## src/rtl/gr_write_sched.sv

```systemverilog
// gr_write_sched: write scheduler for the 8-bit general register (GR).
// Arbitrates the single GR write port between requester A (decoder immediates) and
// requester B (ALU writeback), and drives the GR nibble-load strobes and data bus.
// Split-byte writes (mode 00) go out as a low-nibble write followed by a high-nibble
// write on the next cycle.
//
// Ports:
//   clk, rst            - clock; synchronous active-high reset
//   a_req/a_mode/a_data - requester A request, mode, data; a_ack one-cycle grant pulse
//   b_req/b_mode/b_data - requester B request, mode, data; b_ack one-cycle grant pulse
//   lsb_on_gr           - GR low-nibble load strobe
//   msb_on_gr           - GR high-nibble load strobe
//   bus_2_gr            - data to the GR (high nibble is presented on bus[3:0])
//   busy                - high while a write is in flight (ISSUE or HIGH)
//
// Parameter RR_EN: 1 = round-robin arbitration, 0 = fixed priority with A winning.
module gr_write_sched #(
    parameter bit RR_EN = 1'b1
) (
    input  logic       clk,
    input  logic       rst,
    input  logic       a_req,
    input  logic [1:0] a_mode,
    input  logic [7:0] a_data,
    output logic       a_ack,
    input  logic       b_req,
    input  logic [1:0] b_mode,
    input  logic [7:0] b_data,
    output logic       b_ack,
    output logic       lsb_on_gr,
    output logic       msb_on_gr,
    output logic [7:0] bus_2_gr,
    output logic       busy
);

    typedef enum logic [1:0] {
        StIdle  = 2'd0,
        StIssue = 2'd1,
        StHigh  = 2'd2
    } state_e;

    localparam logic [1:0] ModeSplit = 2'b00;
    localparam logic [1:0] ModeLow   = 2'b01;
    localparam logic [1:0] ModeHigh  = 2'b10;
    localparam logic [1:0] ModeByte  = 2'b11;

    state_e     r_state, w_state_d;
    logic       r_split, w_split_d;      // latched write is a split byte
    logic [3:0] r_data_hi, w_data_hi_d;  // high nibble kept for the HIGH phase
    logic       r_prio_b, w_prio_b_d;    // 1 = B wins the next contended grant

    logic       r_a_ack, w_a_ack;
    logic       r_b_ack, w_b_ack;
    logic       r_lsb, w_lsb;
    logic       r_msb, w_msb;
    logic [7:0] r_bus, w_bus;
    logic       r_busy, w_busy;

    logic       w_grant_b;
    logic [1:0] w_sel_mode;
    logic [7:0] w_sel_data;

    // B wins if it is alone, or if both request and round-robin says it is B's turn.
    assign w_grant_b  = b_req && (!a_req || (RR_EN && r_prio_b));
    assign w_sel_mode = w_grant_b ? b_mode : a_mode;
    assign w_sel_data = w_grant_b ? b_data : a_data;

    // Next-state and next-output logic; outputs are registered, so the values computed
    // here appear during the cycle that the new state is occupied.
    always_comb begin
        w_state_d   = r_state;
        w_split_d   = r_split;
        w_data_hi_d = r_data_hi;
        w_prio_b_d  = r_prio_b;
        w_a_ack     = 1'b0;
        w_b_ack     = 1'b0;
        w_lsb       = 1'b0;
        w_msb       = 1'b0;
        w_bus       = 8'h00;

        case (r_state)
            StIdle: begin
                if (a_req || b_req) begin
                    w_state_d   = StIssue;
                    w_split_d   = (w_sel_mode == ModeSplit);
                    w_data_hi_d = w_sel_data[7:4];
                    w_prio_b_d  = !w_grant_b;
                    w_a_ack     = !w_grant_b;
                    w_b_ack     = w_grant_b;
                    case (w_sel_mode)
                        ModeLow, ModeSplit: begin
                            w_lsb = 1'b1;
                            w_bus = {4'h0, w_sel_data[3:0]};
                        end
                        ModeHigh: begin
                            w_msb = 1'b1;
                            w_bus = {4'h0, w_sel_data[7:4]};
                        end
                        ModeByte: begin
                            w_lsb = 1'b1;
                            w_msb = 1'b1;
                            w_bus = w_sel_data;
                        end
                        default: ;
                    endcase
                end
            end
            StIssue: begin
                if (r_split) begin
                    w_state_d = StHigh;
                    w_msb     = 1'b1;
                    w_bus     = {4'h0, r_data_hi};
                end else begin
                    w_state_d = StIdle;
                end
            end
            StHigh:  w_state_d = StIdle;
            default: w_state_d = StIdle;
        endcase

        w_busy = (w_state_d != StIdle);
    end

    always_ff @(posedge clk) begin
        if (rst) begin
            r_state   <= StIdle;
            r_split   <= 1'b0;
            r_data_hi <= 4'h0;
            r_prio_b  <= 1'b0;
            r_a_ack   <= 1'b0;
            r_b_ack   <= 1'b0;
            r_lsb     <= 1'b0;
            r_msb     <= 1'b0;
            r_bus     <= 8'h00;
            r_busy    <= 1'b0;
        end else begin
            r_state   <= w_state_d;
            r_split   <= w_split_d;
            r_data_hi <= w_data_hi_d;
            r_prio_b  <= w_prio_b_d;
            r_a_ack   <= w_a_ack;
            r_b_ack   <= w_b_ack;
            r_lsb     <= w_lsb;
            r_msb     <= w_msb;
            r_bus     <= w_bus;
            r_busy    <= w_busy;
        end
    end

    assign a_ack     = r_a_ack;
    assign b_ack     = r_b_ack;
    assign lsb_on_gr = r_lsb;
    assign msb_on_gr = r_msb;
    assign bus_2_gr  = r_bus;
    assign busy      = r_busy;

endmodule
```

## config.mk

```make
export PLATFORM = sky130hd
export DESIGN_NAME = gr_write_sched
export DESIGN_NICKNAME = d
export VERILOG_FILES = /design/src/rtl/gr_write_sched.sv
export SDC_FILE = /design/constraint.sdc
export NUM_CORES = 1
export LEC_CHECK = 0
export ABC_AREA = 1
export ABC_CLOCK_PERIOD_IN_PS = 2300
export CORE_ASPECT_RATIO = 1.5
export CORE_UTILIZATION = 38
export DETAILED_ROUTE_END_ITERATION = 16
export PLACE_DENSITY = 0.7
export RECOVER_POWER = 100
export SLEW_MARGIN = 20
export SYNTH_ARGS = -nofsm -noshare
export SYNTH_HDL_FRONTEND = slang
export SYNTH_SLANG_ARGS = --single-unit
```

## constraint.sdc

```tcl
create_clock -name clk -period 2.3 [get_ports clk]
set_clock_uncertainty 0.05 [all_clocks]
set_input_delay 0.345 -clock clk [delete_from_list [all_inputs] [get_ports clk]]
set_output_delay 0.345 -clock clk [all_outputs]
set_load 0.02 [all_outputs]
```

## After elaboration in Yosys (flattened, before gate mapping)

Index checks and enable logic that the tools add are counted.

| operators by class | value |
|---|---|
| muxes and demuxes | 14 |
| bitwise gates (word level) | 2 |
| reduce and logical (&&, ||, !) cells | 13 |
| equal/unequal tests | 4 |

Operators with widths:

| kind | count |
|---|---|
| one-hot mux 8 bit (3 select lines) | 1 |
| 2-to-1 mux 8 bit | 2 |
| one-hot mux 8 bit (2 select lines) | 1 |
| 2-to-1 mux 2 bit | 3 |
| OR reduction 3 bit | 2 |
| == test 2 x 1 -> 1 bit, second input constant | 2 |
| == test 2 bit, second input constant | 2 |
| logical NOT 2 bit | 2 |
| 2-to-1 mux 1 bit | 4 |
| 2-to-1 mux 4 bit | 1 |
| one-hot mux 2 bit (2 select lines) | 1 |
| OR reduction 2 bit | 2 |
| logical NOT 1 bit | 2 |
| logical OR 1 bit | 2 |
| inverter 1 bit | 2 |
| one-hot mux 1 bit (2 select lines) | 1 |
| AND reduction 2 bit | 1 |
| nonzero test 2 bit | 1 |
| logical AND 1 bit | 1 |

| word-level totals | value |
|---|---|
| output and inout bits | 13 |
| word-level logic and storage cells | 43 |
| input port bits | 24 |
| register bits | 21 |

## Longest topological paths before layout

| logic depth | value |
|---|---|
| depth in word-level cells | 9 |
| depth in mapped cells | 9 |
| gate-level depth less buffers | 9 |

## Worst setup path before layout

No wires, ideal clock.

| timing path | value |
|---|---|
| kind | input-to-reg |
| start point | in b_req |
| end point | reg r_prio_b |
| slack | 1.151 ns |
| data required time | 2.135 ns |
| cell stages on the path | 6 |
| arrival | 0.984 ns |
| path through | buf_6 > nor2_4 > nor2_8 > nand2_2 > nor2_4 > a31o_1 |

| between the ends | value |
|---|---|
| cells in the longest elaborated chain, start to end | 2 |
| elaborated cells on any way between the ends | 4 |
| those cells by class | reduce/logical (4) |

RTL lines:

| item | line | text |
|---|---|---|
| from (decl) | 26 | `input logic b_req,` |
| logical OR 1 bit or logical AND 1 bit (tied branches) | 83, 64 |  |
| AND reduction 2 bit (no line) or logical NOT 1 bit (tied branches) | n/a |  |
| to (signal assigned) | 140 | `r_prio_b <= w_prio_b_d;` |
| to (decl) | 50 | `logic r_prio_b, w_prio_b_d;` |

Parallel ways exist; a longest one is shown, timed or not.
A chain may end at the register's enable or synchronous reset.

## Final worst setup path

| timing path | value |
|---|---|
| start point | in b_req |
| end point | reg r_bus[3] (netlist: bus_2_gr[3]) |

| between the ends | value |
|---|---|
| cells in the longest elaborated chain, start to end | 7 |
| elaborated cells on any way between the ends | 12 |
| those cells by class | eq/ne (3); mux (5); reduce/logical (4) |

RTL lines:

| item | line | text |
|---|---|---|
| logical AND 1 bit | 64 | `assign w_grant_b = b_req && (!a_req \|\| (RR_EN && r_prio_b));` |
| 2-to-1 mux 2 bit | 65 | `assign w_sel_mode = w_grant_b ? b_mode : a_mode;` |
| == test 2 x 1 -> 1 bit or logical NOT 2 bit (tied branches) | 90 | `case (w_sel_mode)` |
| OR reduction 2 bit | n/a |  |
| one-hot mux 8 bit (3 select lines) | 90 |  |
| 2-to-1 mux 8 bit (*) | 83 | `if (a_req \|\| b_req) begin` |
| one-hot mux 8 bit (2 select lines) (*) | 81 | `case (r_state)` |
| to (signal assigned) | 145 | `r_bus <= w_bus;` |
| to (decl) | 56 | `logic [7:0] r_bus, w_bus;` |

Mark *: on every way between the ends. The rest lies on a longest branch, timed or not.

==> impl_results.md <==
* Shortest period the worst path allows at 1.908 ns
* Max stage delay on crit path at 0.70 ns
* Width of the die at 44.27 um
* Max reg flops at 8
* Summed instance area of the synthesized netlist at 0.001018 mm^2
* # H-tree levels at 1
* Starting utilization of the core area at 40.66%
* Starting DRC count in detailed routing at 23
* Count of nets after finishing at 192
* Pwr per Cell Area at 558.4 mW/mm^2
* Placed cell count at 199
* Antenna violation net count after detailed routing at 0
* Crit Path Class: primary input to register
* Clk sink count at 21
* Type of destination of the critical path: register
* Seq/Total Area, Yosys at 41.28%
* Global-route wire length before repair at 3463 um
* GR Overflow Total at 0
* Root Buffer: clkbuf_4
* Sum of negative setup slack at 0 ns
* Dominant cell type by area after synthesis: dfxtp_1
* Cell leakage power at 0.7083 nW
* Area fraction of the dominant cell type after synthesis at 41.28%
* Maximum operating frequency at 524.1 MHz
* Final Routed Wirelength at 2055 um
* I/O pin count at 37
* Final core utilization at 56.54%
* Cell repeated most along the worst path: nand3_1
* Net count of the mapped netlist at 152
* Clock latency on the worst-skew pair at 0.30 ns
* Vias post-DR at 921
* FP Rows at 22
* Area inside the core boundary at 0.002505 mm^2
* Total Routing Usage GR at 15.95%
* Arrival time at the worst endpoint at 2.06 ns
* Max-slew violations at 0
* Total power of the final layout at 0.7909 mW
* Via count of the first global-routing pass at 870
* Maximum number of pins on one net before global-route repair at 16
* Number of different library cells in the post-synthesis netlist at 18
* Worst slew margin relative to its limit at 77.21%
* Global placement routability congestion at 0.8522
* Pre-antenna DRT Iters at 6
* Min-Delay Path Class: register to register
* Port Buffer Count at 36
* Half-perimeter wire length after placement at 1733 um
* Number of synthesized register bits at 21
* Worst-margin pin slew at 0.3407 ns
* Synthesized netlist cell count at 128
* Average wire per cell in the routed design at 10.12 um
* Number of buffers between clock root and the deepest sink at 2
* Max stage delay cell, worst path: dlygate4sd3_1
* Number of antenna violations at the first check in global routing at 0
* Routed vias/inst at 4.537
* Share of the cycle needed by the critical path after routing at 82.96%
* Seq. cell area at 420.4 um^2
* Synthesized area divided by synthesized cell count at 7.957 um^2
* Worst R2R Path Depth at 7
* Setup Viol. Count Final at 0
* Post-CTS setup buffers at 0
* Outcome: complete, no violations
* Worst vdd ir at 0.4558 mV
* RSZ-0062 raised after global routing: no
* Combined area of the multi-input logic cells at 476.7 um^2
* Worst-path cell chain: dlygate4sd3_1 > clkbuf_1 > nand3_1 > nand2_4 > nand3_1 > nand3_1 > nand2_1
* Max capacitance violation total at 0
* Count of instances resized after the clock tree is built at 0
* Ratio of cells with drive above 1 in the final layout at 10.78%
* CTS Hold Bufs at 0
* Final Hold Vio Count at 0
* Synth top area cells: dfxtp_1, nand2_1, nand3_1
* Fill cells at 249
* Crit Path Max Fanout at 7
* Endpoint required time on the critical path at 2.45 ns
* Hold Path Cell Cnt at 2
* Total number of yosys warnings at 0
* Overall die height at 65.41 um
* CTS Buf Count at 3
* Layout overhead on the synthesized area at 39.07%
* Clock transition at the register clock pins on the worst setup and hold paths after CTS at 0.11 ns
* CTS tree: built
* Type of element launching the critical path: primary input
* Overall die area at 0.002895 mm^2
* Count of non-filler cells in the finished layout at 203
* Antenna Diode Count at 0
* Drt drc at 0
[report_power, final]
part	switching [mW]	internal (mW)	total, mW	leakage, nW
Combinational	0.123	0.0953	0.218	0.518
Clock	0.107	0.0649	0.172	0.0177
Sequential	0.00922	0.392	0.401	0.173
Total	0.239	0.552	0.791	0.708
[per-layer routing]
metal  up-vias  GRT usage [%]  wire (um)
met5         -              0          0
met2        20          30.70       1143
met3         4          2.473         56
met1       418          16.49        832
met4         0          5.682         23
li1        479              -          -
[critical path: cells and delay by family]
kind | cells | cell delay (ns)
and+or+nand+nor | 5 | 0.69
buffers and inverters | 2 | 1.01
[metrics by stage]
stage / instance area (um^2) / hold WS, ns / setup WS (ns)
floorplan: 1018 / 0.3641 / 1.151
global placement: 1400 / 0.3979 / 0.4189
detailed placement: 1400 / 0.4020 / 0.3656
CTS: 1428 / 0.4187 / 0.6677
global route: 1416 / 0.4400 / 0.3119
finish: 1416 / 0.4114 / 0.3919
[logic make-up after synthesis]
| kind of cell | Yosys count | share of synthesized area, % |
|---|---|---|
| flops | 21 | 41.28 |
| compound gates | 11 | 5.774 |
| simple gates | 72 | 41.77 |
| buf+inv | 24 | 11.18 |
[final timing paths]
| check | start | slack [ns] | endpoint |
|---|---|---|---|
| worst min register to register | r_data_hi[2]$_SDFFE_PP0P_ | 0.41 | bus_2_gr[2]$_SDFF_PP0_ |
| worst max register to register | r_prio_b$_SDFFE_PP0P_ | 0.93 | bus_2_gr[3]$_SDFF_PP0_ |
| worst min-delay path | r_data_hi[2]$_SDFFE_PP0P_ | 0.41 | bus_2_gr[2]$_SDFF_PP0_ |
| worst max-delay path | b_req | 0.39 | bus_2_gr[3]$_SDFF_PP0_ |
[placed cells by master, fill, tap and decap left out, drive strengths merged]
cell type,instances
a21oi,6
clkbuf,4
nand2,40
a31o,1
clkdlybuf4s50,20
dlygate4sd3,16
nor2,9
o21ai,4
clkinv,1
inv,22
dfxtp,21
nand4,1
nand3,22
[synthesized netlist by cell type (all sizes together)]
cell	number
o21ai	4
a21oi	6
a31o	1
nand4	1
dfxtp	21
nand3	22
inv	22
nand2	40
nor2	9
buf	2
[final cells by class]
cell class,count,share of cell area (%)
Inverter,22,5.830
Sequential cell,21,29.68
Clock buffer,3,1.590
Multi-Input combinational cell,83,33.66
Tap cell,36,3.180
Timing Repair Buffer,37,25.71
Clock inverter,1,0.3534
Power figures use the tool's default switching activity.
